`src/rtl/spectrum_accum_ctrl_if.sv`:
```
// Stream bundle for spectrum_accum_ctrl.
// Carries the bin-power input stream and the averaged output stream.
interface spectrum_accum_ctrl_if #(
  parameter int DATA_W = 32
);
  logic              in_valid;
  logic              in_ready;
  logic [DATA_W-1:0] in_bits;
  logic              out_valid;
  logic              out_ready;
  logic [DATA_W-1:0] out_bits;

  modport slave (
    input  in_valid, in_bits, out_ready,
    output in_ready, out_valid, out_bits
  );

  modport master (
    output in_valid, in_bits, out_ready,
    input  in_ready, out_valid, out_bits
  );
endinterface

```
`src/rtl/spectrum_accum_ctrl.sv`:
```
// Spectrum frame averager: accumulates 2^cfg_avg_log2 frames in SRAM, then
// streams bin averages. Macro SPECTRUM_ACCUM_SATURATE_EN clamps sums.
module spectrum_accum_ctrl #(
  parameter int ADDR_W = 10,
  parameter int DATA_W = 32
) (
  input  logic              clock,
  input  logic              reset,
  input  logic              start,
  input  logic [2:0]        cfg_avg_log2,
  spectrum_accum_ctrl_if.slave s,
  output logic              busy,
  output logic              done,
  output logic              mem_R0_en,
  output logic [ADDR_W-1:0] mem_R0_addr,
  input  logic [DATA_W-1:0] mem_R0_data,
  output logic              mem_W0_en,
  output logic [ADDR_W-1:0] mem_W0_addr,
  output logic [DATA_W-1:0] mem_W0_data
);

  typedef enum logic [1:0] {
    S_IDLE,
    S_ACCUM,
    S_DUMP
  } state_t;

  localparam logic [ADDR_W-1:0] LAST_BIN = '1;

  state_t r_state;
  state_t w_next;

  logic [2:0]        r_avg;
  logic [ADDR_W-1:0] r_bin;
  logic [7:0]        r_frame;
  logic              r_wr_en;
  logic              r_wr_acc;
  logic [ADDR_W-1:0] r_wr_addr;
  logic [DATA_W-1:0] r_wr_bits;

  logic [ADDR_W-1:0] r_rd_addr;
  logic              r_rd_all;
  logic              r_rd_pend;
  logic [DATA_W-1:0] r_buf [2];
  logic              r_wp;
  logic              r_rp;
  logic [1:0]        r_cnt;
  logic [ADDR_W-1:0] r_out_cnt;

  logic              w_acc;
  logic              w_last_bin;
  logic              w_last_frame;
  logic [7:0]        w_frames_m1;
  logic              w_pop;
  logic [2:0]        w_occ;
  logic              w_issue;
  logic              w_done;
  logic              w_run;
  logic [DATA_W-1:0] w_acc_word;

  assign w_run        = (r_state == S_IDLE) && start;
  assign w_acc        = s.in_valid && (r_state == S_ACCUM);
  assign w_last_bin   = (r_bin == LAST_BIN);
  assign w_frames_m1  = (8'd1 << r_avg) - 8'd1;
  assign w_last_frame = (r_frame == w_frames_m1);
  assign w_pop        = (r_cnt != 2'd0) && s.out_ready;
  // Count the pop of this cycle so a full-rate drain can keep issuing.
  assign w_occ        = {1'b0, r_cnt} + {2'b0, r_rd_pend}
                      - {2'b0, w_pop};
  assign w_issue      = (r_state == S_DUMP) && !r_rd_all
                      && (w_occ < 3'd2);
  assign w_done       = w_pop && (r_out_cnt == LAST_BIN);

`ifdef SPECTRUM_ACCUM_SATURATE_EN
  logic [DATA_W:0] w_sum;
  assign w_sum      = {1'b0, mem_R0_data} + {1'b0, r_wr_bits};
  assign w_acc_word = w_sum[DATA_W] ? '1 : w_sum[DATA_W-1:0];
`else
  assign w_acc_word = mem_R0_data + r_wr_bits;
`endif

  assign mem_W0_en   = r_wr_en;
  assign mem_W0_addr = r_wr_addr;
  assign mem_W0_data = r_wr_acc ? w_acc_word : r_wr_bits;
  assign s.out_valid = (r_cnt != 2'd0);
  assign s.out_bits  = r_buf[r_rp];

  // State register.
  always_ff @(posedge clock) begin
    if (reset) r_state <= S_IDLE;
    else       r_state <= w_next;
  end

  // Next-state decode and control outputs.
  always_comb begin
    w_next      = r_state;
    s.in_ready  = 1'b0;
    busy        = 1'b1;
    done        = 1'b0;
    mem_R0_en   = 1'b0;
    mem_R0_addr = r_bin;
    unique case (r_state)
      S_IDLE: begin
        busy = 1'b0;
        if (start) w_next = S_ACCUM;
      end
      S_ACCUM: begin
        s.in_ready = 1'b1;
        mem_R0_en  = w_acc && (r_frame != 8'd0);
        if (w_acc && w_last_bin && w_last_frame)
          w_next = S_DUMP;
      end
      S_DUMP: begin
        done        = w_done;
        mem_R0_en   = w_issue;
        mem_R0_addr = r_rd_addr;
        if (w_done) w_next = S_IDLE;
      end
      default: w_next = S_IDLE;
    endcase
  end

  // Accumulate path: counters and the one-cycle write pipeline.
  always_ff @(posedge clock) begin
    if (reset) begin
      r_avg     <= '0;
      r_bin     <= '0;
      r_frame   <= '0;
      r_wr_en   <= 1'b0;
      r_wr_acc  <= 1'b0;
      r_wr_addr <= '0;
      r_wr_bits <= '0;
    end else begin
      r_wr_en <= w_acc;
      if (w_acc) begin
        r_wr_addr <= r_bin;
        r_wr_bits <= s.in_bits;
        r_wr_acc  <= (r_frame != 8'd0);
        r_bin     <= r_bin + 1'b1;
        if (w_last_bin) r_frame <= r_frame + 8'd1;
      end
      if (w_run) begin
        r_avg   <= cfg_avg_log2;
        r_bin   <= '0;
        r_frame <= '0;
      end
    end
  end

  // Dump path: read issue, in-flight tracking and 2-entry output buffer.
  always_ff @(posedge clock) begin
    if (reset) begin
      r_rd_addr <= '0;
      r_rd_all  <= 1'b0;
      r_rd_pend <= 1'b0;
      r_wp      <= 1'b0;
      r_rp      <= 1'b0;
      r_cnt     <= 2'd0;
      r_out_cnt <= '0;
      for (int i = 0; i < 2; i++) r_buf[i] <= '0;
    end else begin
      r_rd_pend <= w_issue;
      if (w_issue) begin
        r_rd_addr <= r_rd_addr + 1'b1;
        if (r_rd_addr == LAST_BIN) r_rd_all <= 1'b1;
      end
      if (r_rd_pend) begin
        r_buf[r_wp] <= mem_R0_data >> r_avg;
        r_wp        <= ~r_wp;
      end
      if (w_pop) begin
        r_rp      <= ~r_rp;
        r_out_cnt <= r_out_cnt + 1'b1;
      end
      r_cnt <= r_cnt + {1'b0, r_rd_pend} - {1'b0, w_pop};
      if (w_run) begin
        r_rd_addr <= '0;
        r_rd_all  <= 1'b0;
        r_out_cnt <= '0;
        r_wp      <= 1'b0;
        r_rp      <= 1'b0;
      end
    end
  end

endmodule

```
`src/flat_wrapper.sv`:
```
// flat-port wrapper written by rule: the top's interface ports become plain ports
module spectrum_accum_ctrl_flat 
#(
  parameter int ADDR_W = 10,
  parameter int DATA_W = 32
)
  (clock, reset, start, cfg_avg_log2, busy, done, mem_R0_en, mem_R0_addr, mem_R0_data, mem_W0_en, mem_W0_addr, mem_W0_data, s_in_valid, s_in_bits, s_out_ready, s_in_ready, s_out_valid, s_out_bits);
  spectrum_accum_ctrl_if #(.DATA_W(DATA_W)) s_i ();
  input  logic clock;
  input  logic reset;
  input  logic start;
  input  logic [2:0] cfg_avg_log2;
  output logic busy;
  output logic done;
  output logic mem_R0_en;
  output logic [ADDR_W-1:0] mem_R0_addr;
  input  logic [DATA_W-1:0] mem_R0_data;
  output logic mem_W0_en;
  output logic [ADDR_W-1:0] mem_W0_addr;
  output logic [DATA_W-1:0] mem_W0_data;
  input wire logic [$bits(s_i.in_valid)-1:0] s_in_valid;
  input wire logic [$bits(s_i.in_bits)-1:0] s_in_bits;
  input wire logic [$bits(s_i.out_ready)-1:0] s_out_ready;
  output wire logic [$bits(s_i.in_ready)-1:0] s_in_ready;
  output wire logic [$bits(s_i.out_valid)-1:0] s_out_valid;
  output wire logic [$bits(s_i.out_bits)-1:0] s_out_bits;
  assign s_i.in_valid = s_in_valid;
  assign s_i.in_bits = s_in_bits;
  assign s_i.out_ready = s_out_ready;
  assign s_in_ready = s_i.in_ready;
  assign s_out_valid = s_i.out_valid;
  assign s_out_bits = s_i.out_bits;
  spectrum_accum_ctrl #(.ADDR_W(ADDR_W), .DATA_W(DATA_W)) u_core (.clock(clock), .reset(reset), .start(start), .cfg_avg_log2(cfg_avg_log2), .s(s_i), .busy(busy), .done(done), .mem_R0_en(mem_R0_en), .mem_R0_addr(mem_R0_addr), .mem_R0_data(mem_R0_data), .mem_W0_en(mem_W0_en), .mem_W0_addr(mem_W0_addr), .mem_W0_data(mem_W0_data));
endmodule
```
`config.mk`:
```
export PLATFORM = sky130hd
export DESIGN_NAME = spectrum_accum_ctrl_flat
export DESIGN_NICKNAME = d
export VERILOG_FILES = /design/src/rtl/spectrum_accum_ctrl_if.sv /design/src/rtl/spectrum_accum_ctrl.sv /design/src/flat_wrapper.sv
export SDC_FILE = /design/constraint.sdc
export NUM_CORES = 1
export LEC_CHECK = 0
export CAP_MARGIN = 25
export CORE_MARGIN = 2
export CORE_UTILIZATION = 35
export CTS_BUF_LIST = sky130_fd_sc_hd__clkbuf_2 sky130_fd_sc_hd__clkbuf_4 sky130_fd_sc_hd__clkbuf_8
export DETAILED_ROUTE_END_ITERATION = 16
export HOLD_SLACK_MARGIN = 0.05
export PLACE_DENSITY = 0.63
export REMOVE_ABC_BUFFERS = 1
export SLEW_MARGIN = 10
export SYNTH_ARGS = -nofsm -noshare
export SYNTH_HDL_FRONTEND = slang
export SYNTH_SLANG_ARGS = --single-unit
```
`constraint.sdc`:
```
create_clock -name clock -period 4.6 [get_ports clock]
set_input_delay 1.15 -clock clock [delete_from_list [all_inputs] [get_ports clock]]
set_output_delay 1.15 -clock clock [all_outputs]
set_load 0.01 [all_outputs]
```
==> impl_metrics.env, run 1 <==
export IMPL_max_cap_violations=0
export IMPL_hold_buffers=0
export IMPL_relSlewSlack_pct=39.4
export IMPL_placed_cell_area_mm2=0.0123
export IMPL_grt_pass1_vias=8333
export IMPL_die_area_mm2=0.0287
export IMPL_drt_iter0_drc=552
export IMPL_holdWs_ns=0.459
export IMPL_required_ns=3.45
export IMPL_rows=60
export IMPL_diodes=0
export IMPL_portBuffers=161
export IMPL_syn_to_final_growth_pct=42.1
export IMPL_clkSinkCount=158
export IMPL_reg2reg_to="u_core.r_rd_addr[7]"
export IMPL_grt_use_met3_pct=4.85
export IMPL_slew_viol_final=0
export IMPL_drtAntennaViolNets=0
export IMPL_violations="negative setup slack"
export IMPL_ys_top_cells_by_area="edfxtp_1, dfxtp_1, mux2i_1"
export IMPL_p_seq_share_pct=35.2
export IMPL_ys_top_cells_by_count="nand2_1, nor2_1, dfxtp_1"
export IMPL_wl_um=27600
export IMPL_busiest_layer="met2"
export IMPL_drive_above_1_share_pct=30.0
export IMPL_fin_nets=1433
export IMPL_p_per_area_mw_per_mm2=342
export IMPL_grt_overflow_total=0
export IMPL_p_sw_mw=1.62
export IMPL_dr_pass1_iters=5
export IMPL_vias_per_cell=5.06
export IMPL_ys_warn_count=0
export IMPL_netlist_area_mm2=0.00958
export IMPL_ys_ff_latch=158
export IMPL_finalCriticalPeriod_ns=4.73
export IMPL_start_util_pct=35.5
export IMPL_cts_tree="built"
export IMPL_clk_latency_ns=0.47
export IMPL_nFillCells=2424
export IMPL_synth_edf_count=64
export IMPL_power_internal_mw=3.03
export IMPL_fin_tns_setup_ns=-0.877
export IMPL_startpoint="mem_R0_data[0]"
export IMPL_grtUsageTotal_pct=19.3
export IMPL_skew_ns=0.0133
export IMPL_num_vias=8457
export IMPL_reg2reg_from="u_core.r_cnt[1]"
export IMPL_die_w_um=169
export IMPL_avgSynthCellArea_um2=9.30
export IMPL_multi_input_area_mm2=0.00610
export IMPL_cts_max_path_buffers=2
export IMPL_run_status="finished with violations"
export IMPL_yosysMostFrequentCell="nand2_1"
export IMPL_antenna_found_initial=0
export IMPL_rrSetupSlack_ns=0.64
export IMPL_cp_arrival_ns=3.58
export IMPL_path_class="primary input to primary output"
export IMPL_synth_async_sr_flop_share_pct=0
export IMPL_cp_max_fo=3
export IMPL_clock_fmax_mhz=211
export IMPL_register_area_mm2=0.00381
export IMPL_r2r_cells=21
export IMPL_hold_viol=0
export IMPL_clockRootBuffer="clkbuf_8"
export IMPL_min_from="u_core.mem_W0_addr[1]"
export IMPL_grtUsageMet1_pct=25.0
export IMPL_grt_max_degree=54
export IMPL_coreArea_mm2=0.0270
export IMPL_syn_inst=1030
export IMPL_ir_drop_v=0.000168
export IMPL_cts_made_buffers=17
export IMPL_timing_final_crit_share_pct=103
export IMPL_rsz0062_at_grt="true"
export IMPL_leakagePower_nw=5.53
export IMPL_fin_area_mm2=0.0136
export IMPL_drc=0
export IMPL_synth_top_area_share_pct=20.1
export IMPL_synth_cell_type_count=66
export IMPL_switching_share_pct=34.9
export IMPL_grtUsageMet2_pct=32.0
export IMPL_grt_pass1_wl_um=43700
export IMPL_worstHoldPathCells=2
export IMPL_yosysSeqAreaShare_pct=39.7
export IMPL_io_pin_count=162
export IMPL_place_congestion=0.831
export IMPL_worstMarginPinSlew_ns=0.907
export IMPL_synth_top_cell_by_area="edfxtp_1"
export IMPL_synthFlopType="dfxtp_1"
export IMPL_hp_class="flip-flop to flip-flop"
export IMPL_power_frac_clock_pct=23.5
export IMPL_routedWlPerCell_um=16.5
export IMPL_min_delay_worst_endpoint="u_core.mem_W0_addr[1]"
export IMPL_setup_viol_count_final=10
export IMPL_htreeDepth=4
export IMPL_cts_clk_slew_worst_paths_ns=0.09
export IMPL_dp_final_hpwl_um=19500
export IMPL_pwr_share_comb_pct=41.3
export IMPL_fin_ws_ns=-0.130
export IMPL_endpoint_kind="primary output"
export IMPL_start_kind="primary input"
export IMPL_die_h_um=169
-- worst max path at each step --
stage,end,slack [ns],cells after the start
floorplan,mem_W0_data[30],0.04,11
global placement,mem_W0_data[30],-1.10,13
detailed placement,mem_W0_data[30],-1.11,13
CTS,mem_W0_data[30],-0.26,13
global route,mem_W0_data[30],-0.26,13
finish,mem_W0_data[20],-0.13,15
-- worst max-delay path, cell delays in order --
cell and delay (ns):
buf_8 0.08, ha_4 0.12, inv_2 0.04, fa_2 0.33
nand2b_4 0.17, a2111oi_4 0.36, a211oi_4 0.12, buf_6 0.16
o21ai_2 0.12, buf_4 0.12, nor3b_4 0.19, a211oi_2 0.08
xnor2_1 0.13, mux2_2 0.29, buf_6 0.13
-- cells by family after synthesis --
logic type	share of synthesized area [%]
multiplexers	17.0
AO/OA/AOI/OAI	12.2
AND/OR/NAND/NOR	16.4
XOR/XNOR	5.39
flip-flops	39.7
adder cells (fa/ha/maj)	6.03
buffers and inverters	3.25
-- power groups by stage --
stage / registers, mW / logic (mW) / clock network [mW]
6_report: 1.64 / 1.92 / 1.09
5_1_grt: 1.65 / 2.10 / 1.17
4_1_cts: 1.63 / 1.87 / 1.12
3_5_place_dp: 1.66 / 1.71 / 0
3_3_place_gp: 1.65 / 1.70 / 0
2_1_floorplan: 1.69 / 0.945 / 0
-- metal layers --
layer,vias up,share of wire (%)
met5,-,0
met2,210,48
li1,4202,-
met4,0,1.8
met3,29,6.3
met1,4016,44
-- cell type report --
type                    instances  share of cell area [%]
clock buffers                  17                    1.72
clock inverters                15                    1.26
inverters                      28                   0.772
multi-input cells             791                    44.8
flip-flops and latches        158                    28.0
well taps                     341                    3.13
repair buffers                320                    20.4
-- through the flow --
| step | setup slack [ns] | util, % | cells | power, mW |
|---|---|---|---|---|
| after floorplan | 0.0387 | - | 977 | 2.64 |
| after global placement | -1.10 | 45.8 | 1601 | 3.35 |
| after detailed placement | -1.11 | 45.8 | 1601 | 3.37 |
| after CTS | -0.263 | 49.8 | 1665 | 4.63 |
| after global routing | -0.260 | 50.5 | 1670 | 4.92 |
| final | -0.130 | 50.5 | 1670 | 4.65 |
-- state kept, by name, indices dropped and copies added (netlist names), 2 cells and up, named ones only --
name / flops
u_core.mem_W0_addr: 10
u_core.r_avg: 3
u_core.r_bin: 10
u_core.r_buf: 64
u_core.r_cnt: 2
u_core.r_frame: 8
u_core.r_out_cnt: 10
u_core.r_rd_addr: 10
u_core.r_state: 2
u_core.r_wr_bits: 32
-- what timing repair did --
item                       CTS  global route
resized for setup          233            69
setup endpoints to repair   29            32
setup buffers               38            10
pin swaps                   43            39
-- cell usage in the layout (no fill, tap or decap), drive strengths merged, types with 21 or more instances in the layout --
cell and count:
a21o 21, a21oi 90, buf 188, clkbuf 25, clkdlybuf4s50 110, dfxtp 94, edfxtp 64, ha 43
inv 36, mux2 67, mux2i 83, nand2 130, nor2 124, o21ai 29, xnor2 31, xor2 28
Note: power is estimated with default switching activity, not from simulation.
==> run 2: changes to the inputs <==
--- a/config.mk
+++ b/config.mk
@@ -9,6 +9,8 @@
 export CORE_MARGIN = 2
 export CORE_UTILIZATION = 35
 export CTS_BUF_LIST = sky130_fd_sc_hd__clkbuf_2 sky130_fd_sc_hd__clkbuf_4 sky130_fd_sc_hd__clkbuf_8
+export CTS_CLUSTER_DIAMETER = 30
+export CTS_CLUSTER_SIZE = 40
 export DETAILED_ROUTE_END_ITERATION = 16
 export HOLD_SLACK_MARGIN = 0.05
 export PLACE_DENSITY = 0.63
==> results of run 2 <==
Same layout as run 1: the final DEF is identical, and so are final timing and power.
==> RTL change, RTL diff (config.mk and constraints of run 1) <==
`ADDR_W` is set to 10 in 2 places; all go to 12.
--- a/src/rtl/spectrum_accum_ctrl.sv
+++ b/src/rtl/spectrum_accum_ctrl.sv
@@ -1,7 +1,7 @@
 // Spectrum frame averager: accumulates 2^cfg_avg_log2 frames in SRAM, then
 // streams bin averages. Macro SPECTRUM_ACCUM_SATURATE_EN clamps sums.
 module spectrum_accum_ctrl #(
-  parameter int ADDR_W = 10,
+  parameter int ADDR_W = 12,
   parameter int DATA_W = 32
 ) (
   input  logic              clock,
--- a/src/flat_wrapper.sv
+++ b/src/flat_wrapper.sv
@@ -1,7 +1,7 @@
 // flat-port wrapper written by rule: the top's interface ports become plain ports
 module spectrum_accum_ctrl_flat 
 #(
-  parameter int ADDR_W = 10,
+  parameter int ADDR_W = 12,
   parameter int DATA_W = 32
 )
   (clock, reset, start, cfg_avg_log2, busy, done, mem_R0_en, mem_R0_addr, mem_R0_data, mem_W0_en, mem_W0_addr, mem_W0_data, s_in_valid, s_in_bits, s_out_ready, s_in_ready, s_out_valid, s_out_bits);
Ports: changed (resized mem_R0_addr and mem_W0_addr); port bits go from 162 to 166. The function was not compared with the original's and may differ.
==> RTL change against run 1 <==
- the flow still finishes with violations (setup timing)
- combinational power down 3%
- cell area grew 3.0%
- wire length is 2.9% higher
- power fell by 0.95%
- synthesized area up 6.1%
- sequential cell count rose by 8
- setup slack worse by 66 ps
- highest routed layer unchanged
- largest cell class unchanged
==> RTL change: results (changes against run 1) <==
| Metric | Value |
|---|---|
| Status | `complete, but fails checks` |
| Failing checks | `setup timing` |
| Nets | `1509 (+5.3%)` |
| Antenna viol nets, final | `0 (unchanged)` |
| Worst hold margin | `461 ps (+2.16 ps)` |
| Synth top area cells | `dfxtp_1 20%, edfxtp_1 19%, mux2i_1 7.7%` |
| CTS root buf | `clkbuf_8` |
| Worst Skew | `23.9 ps (+10.7 ps)` |
| Reg-to-reg critical path endpoint | `u_core.r_rd_addr[9]` |
| VDD IR max | `0.000187 V (+12%)` |
| Initial antenna violation count | `3 (+3)` |
| Regs by FF count | `u_core.r_buf x64, u_core.r_wr_bits x32` |
| Hold_sp | `u_core.mem_W0_addr[7]` |
| DPL Wire Length | `20600 um (+5.7%)` |
| R2R Setup Slk | `1360 ps (+720 ps)` |
| Setup ws final | `-196 ps (-65.8 ps)` |
| CP Max Fanout | `2 (-1)` |
| Fraction of synthesis flops using an asynchronous set or reset pin | `0% (unchanged)` |
| Sequential area share after synthesis | `39.0% (-0.69 points)` |
| Cells on worst reg2reg path | `12 (-43%)` |
| Hold path depth | `2 (unchanged)` |
| RR Startpoint | `u_core.r_cnt[1]` |
| Pre-CTS setup slack | `-1140 ps (-37.3 ps)` |
| Drt wl/cell | `15.9 um (-4.0%)` |
| Finished Layout Cells | `1790 (+7.2%)` |
| Routability congestion estimate | `0.841 (+1.2%)` |
| FILL cells | `2709 (+12%)` |
| Worst hold endpoint | `u_core.mem_W0_addr[7]` |
| Global-route wire length before repair | `44900 um (+2.8%)` |
| Total track usage | `18.4% (-0.89 points)` |
| Crit-path leading delay family | `compound AO/OA/AOI/OAI gates` |
| Crit-path slowest cell | `fa_2` |
| H-Tree Depth | `4 (unchanged)` |
| Final setup vio count | `3 (-7)` |
| HP Class | `register to register` |
| DRT Pass-1 Iters | `5 (unchanged)` |
| Vias in the first global route | `8605 (+3.3%)` |
| Post-synth EDFFs | `64 (unchanged)` |
| Worst-Skew Late Latency | `470 ps (about the same)` |
| Setup TNS | `-318 ps (+560 ps)` |
| Ys flop type | `dfxtp_1` |
| Cell variety after synth | `80 (+21%)` |
| Clk pin slew, worst setup/hold paths | `100 ps` |
| Max stage delay on crit path | `400 ps (+40 ps)` |
| Synthesis Warnings | `0 (unchanged)` |
| Post-synth top cells | `150 x nand2_1, 138 x nor2_1, 102 x dfxtp_1` |
| First DRT Iteration DRCs | `471 (-15%)` |
| CTS Buf Count | `17 (unchanged)` |
| Buffers on Ports | `165 (+2.5%)` |
| Crit path launch | `mem_R0_data[0]` |
| Worst Tran Pin Value | `648 ps (-260 ps)` |
| Pin count of the biggest net entering global routing | `49 (-9.3%)` |
| Share of layout cells above drive strength 1 | `27.2% (-2.8 points)` |
| P_leak | `0.00575 uW (+3.9%)` |
| Number of placed cells counting well taps | `1741 (+8.7%)` |
| Mapped Cells | `1116 (+8.3%)` |
| Crit path arrival time | `3650 ps (+70 ps)` |
| Top reg by flops | `u_core.r_buf` |
| Vias | `8924 (+5.5%)` |
RTL change: logic make-up after synthesis:
family	share of synthesized area (%)
adders and majority gates	5.69
and+or+nand+nor	17.9
muxes	15.3
xor gates and xnor gates	5.26
DFF	39.0
AOI/OAI and AO/OA	12.3
buffers and inverters	4.47
RTL change: worst reg2reg max path: cells and delay by family (launching register included):
kind / cells / cell delay (ps)
AO/OA/AOI/OAI: 1 / 150
adder cells (fa/ha/maj): 3 / 940
buffers and inverters: 3 / 340
flip-flops: 1 / 340
AND/OR/NAND/NOR: 5 / 1410
RTL change: how the worst max path moves through the flow:
stage / endpoint / slack [ps]
global route: mem_W0_data[30] / -300
global placement: mem_W0_data[30] / -1110
floorplan: mem_W0_data[30] / -10
finish: mem_W0_data[30] / -200
CTS: mem_W0_data[30] / -200
detailed placement: mem_W0_data[30] / -1140
RTL change: through the flow:
stage / util [%] / cell area, sq um
after detailed placement: 45.5 / 13000
after global placement: 45.4 / 13000
after CTS: 48.5 / 13900
final: 49.0 / 14000
after global routing: 49.0 / 14000
after floorplan: - / 9820
RTL change: area by class of cell:
| type | instances | area, sq um | share of cell area, % |
|---|---|---|---|
| multi-input combinational | 854 | 6300 | 45.0 |
| antenna | 2 | 5.00 | 0.0357 |
| clock inverter | 13 | 124 | 0.884 |
| tap | 384 | 480 | 3.43 |
| sequential | 166 | 3970 | 28.3 |
| timing repair buffer | 324 | 2790 | 19.9 |
| inverter | 29 | 109 | 0.777 |
| clock buffer | 18 | 241 | 1.72 |
RTL change: timing repair:
item | 4_1_cts | 5_1_grt
setup buffers | 8 | 9
gates resized for setup | 196 | 47
pin swaps | 50 | 35
setup endpoints to repair | 29 | 23
RTL change: power breakdown:
part | switching (uW) | internal [uW] | leakage, uW | total [uW]
Sequential | 77.7 | 1630 | 0.00149 | 1710
Combinational | 944 | 912 | 0.00408 | 1860
Clock | 601 | 440 | 0.000182 | 1040
Total | 1620 | 2980 | 0.00575 | 4610
RTL change: per-layer routing:
| layer | GRT usage, % | up-vias | share of wire (%) |
|---|---|---|---|
| li1 | - | 4489 | - |
| met1 | 25.1 | 4204 | 48 |
| met3 | 2.65 | 37 | 3.6 |
| met5 | 0 | - | 0 |
| met4 | 5.85 | 0 | 2.5 |
| met2 | 30.1 | 194 | 46 |
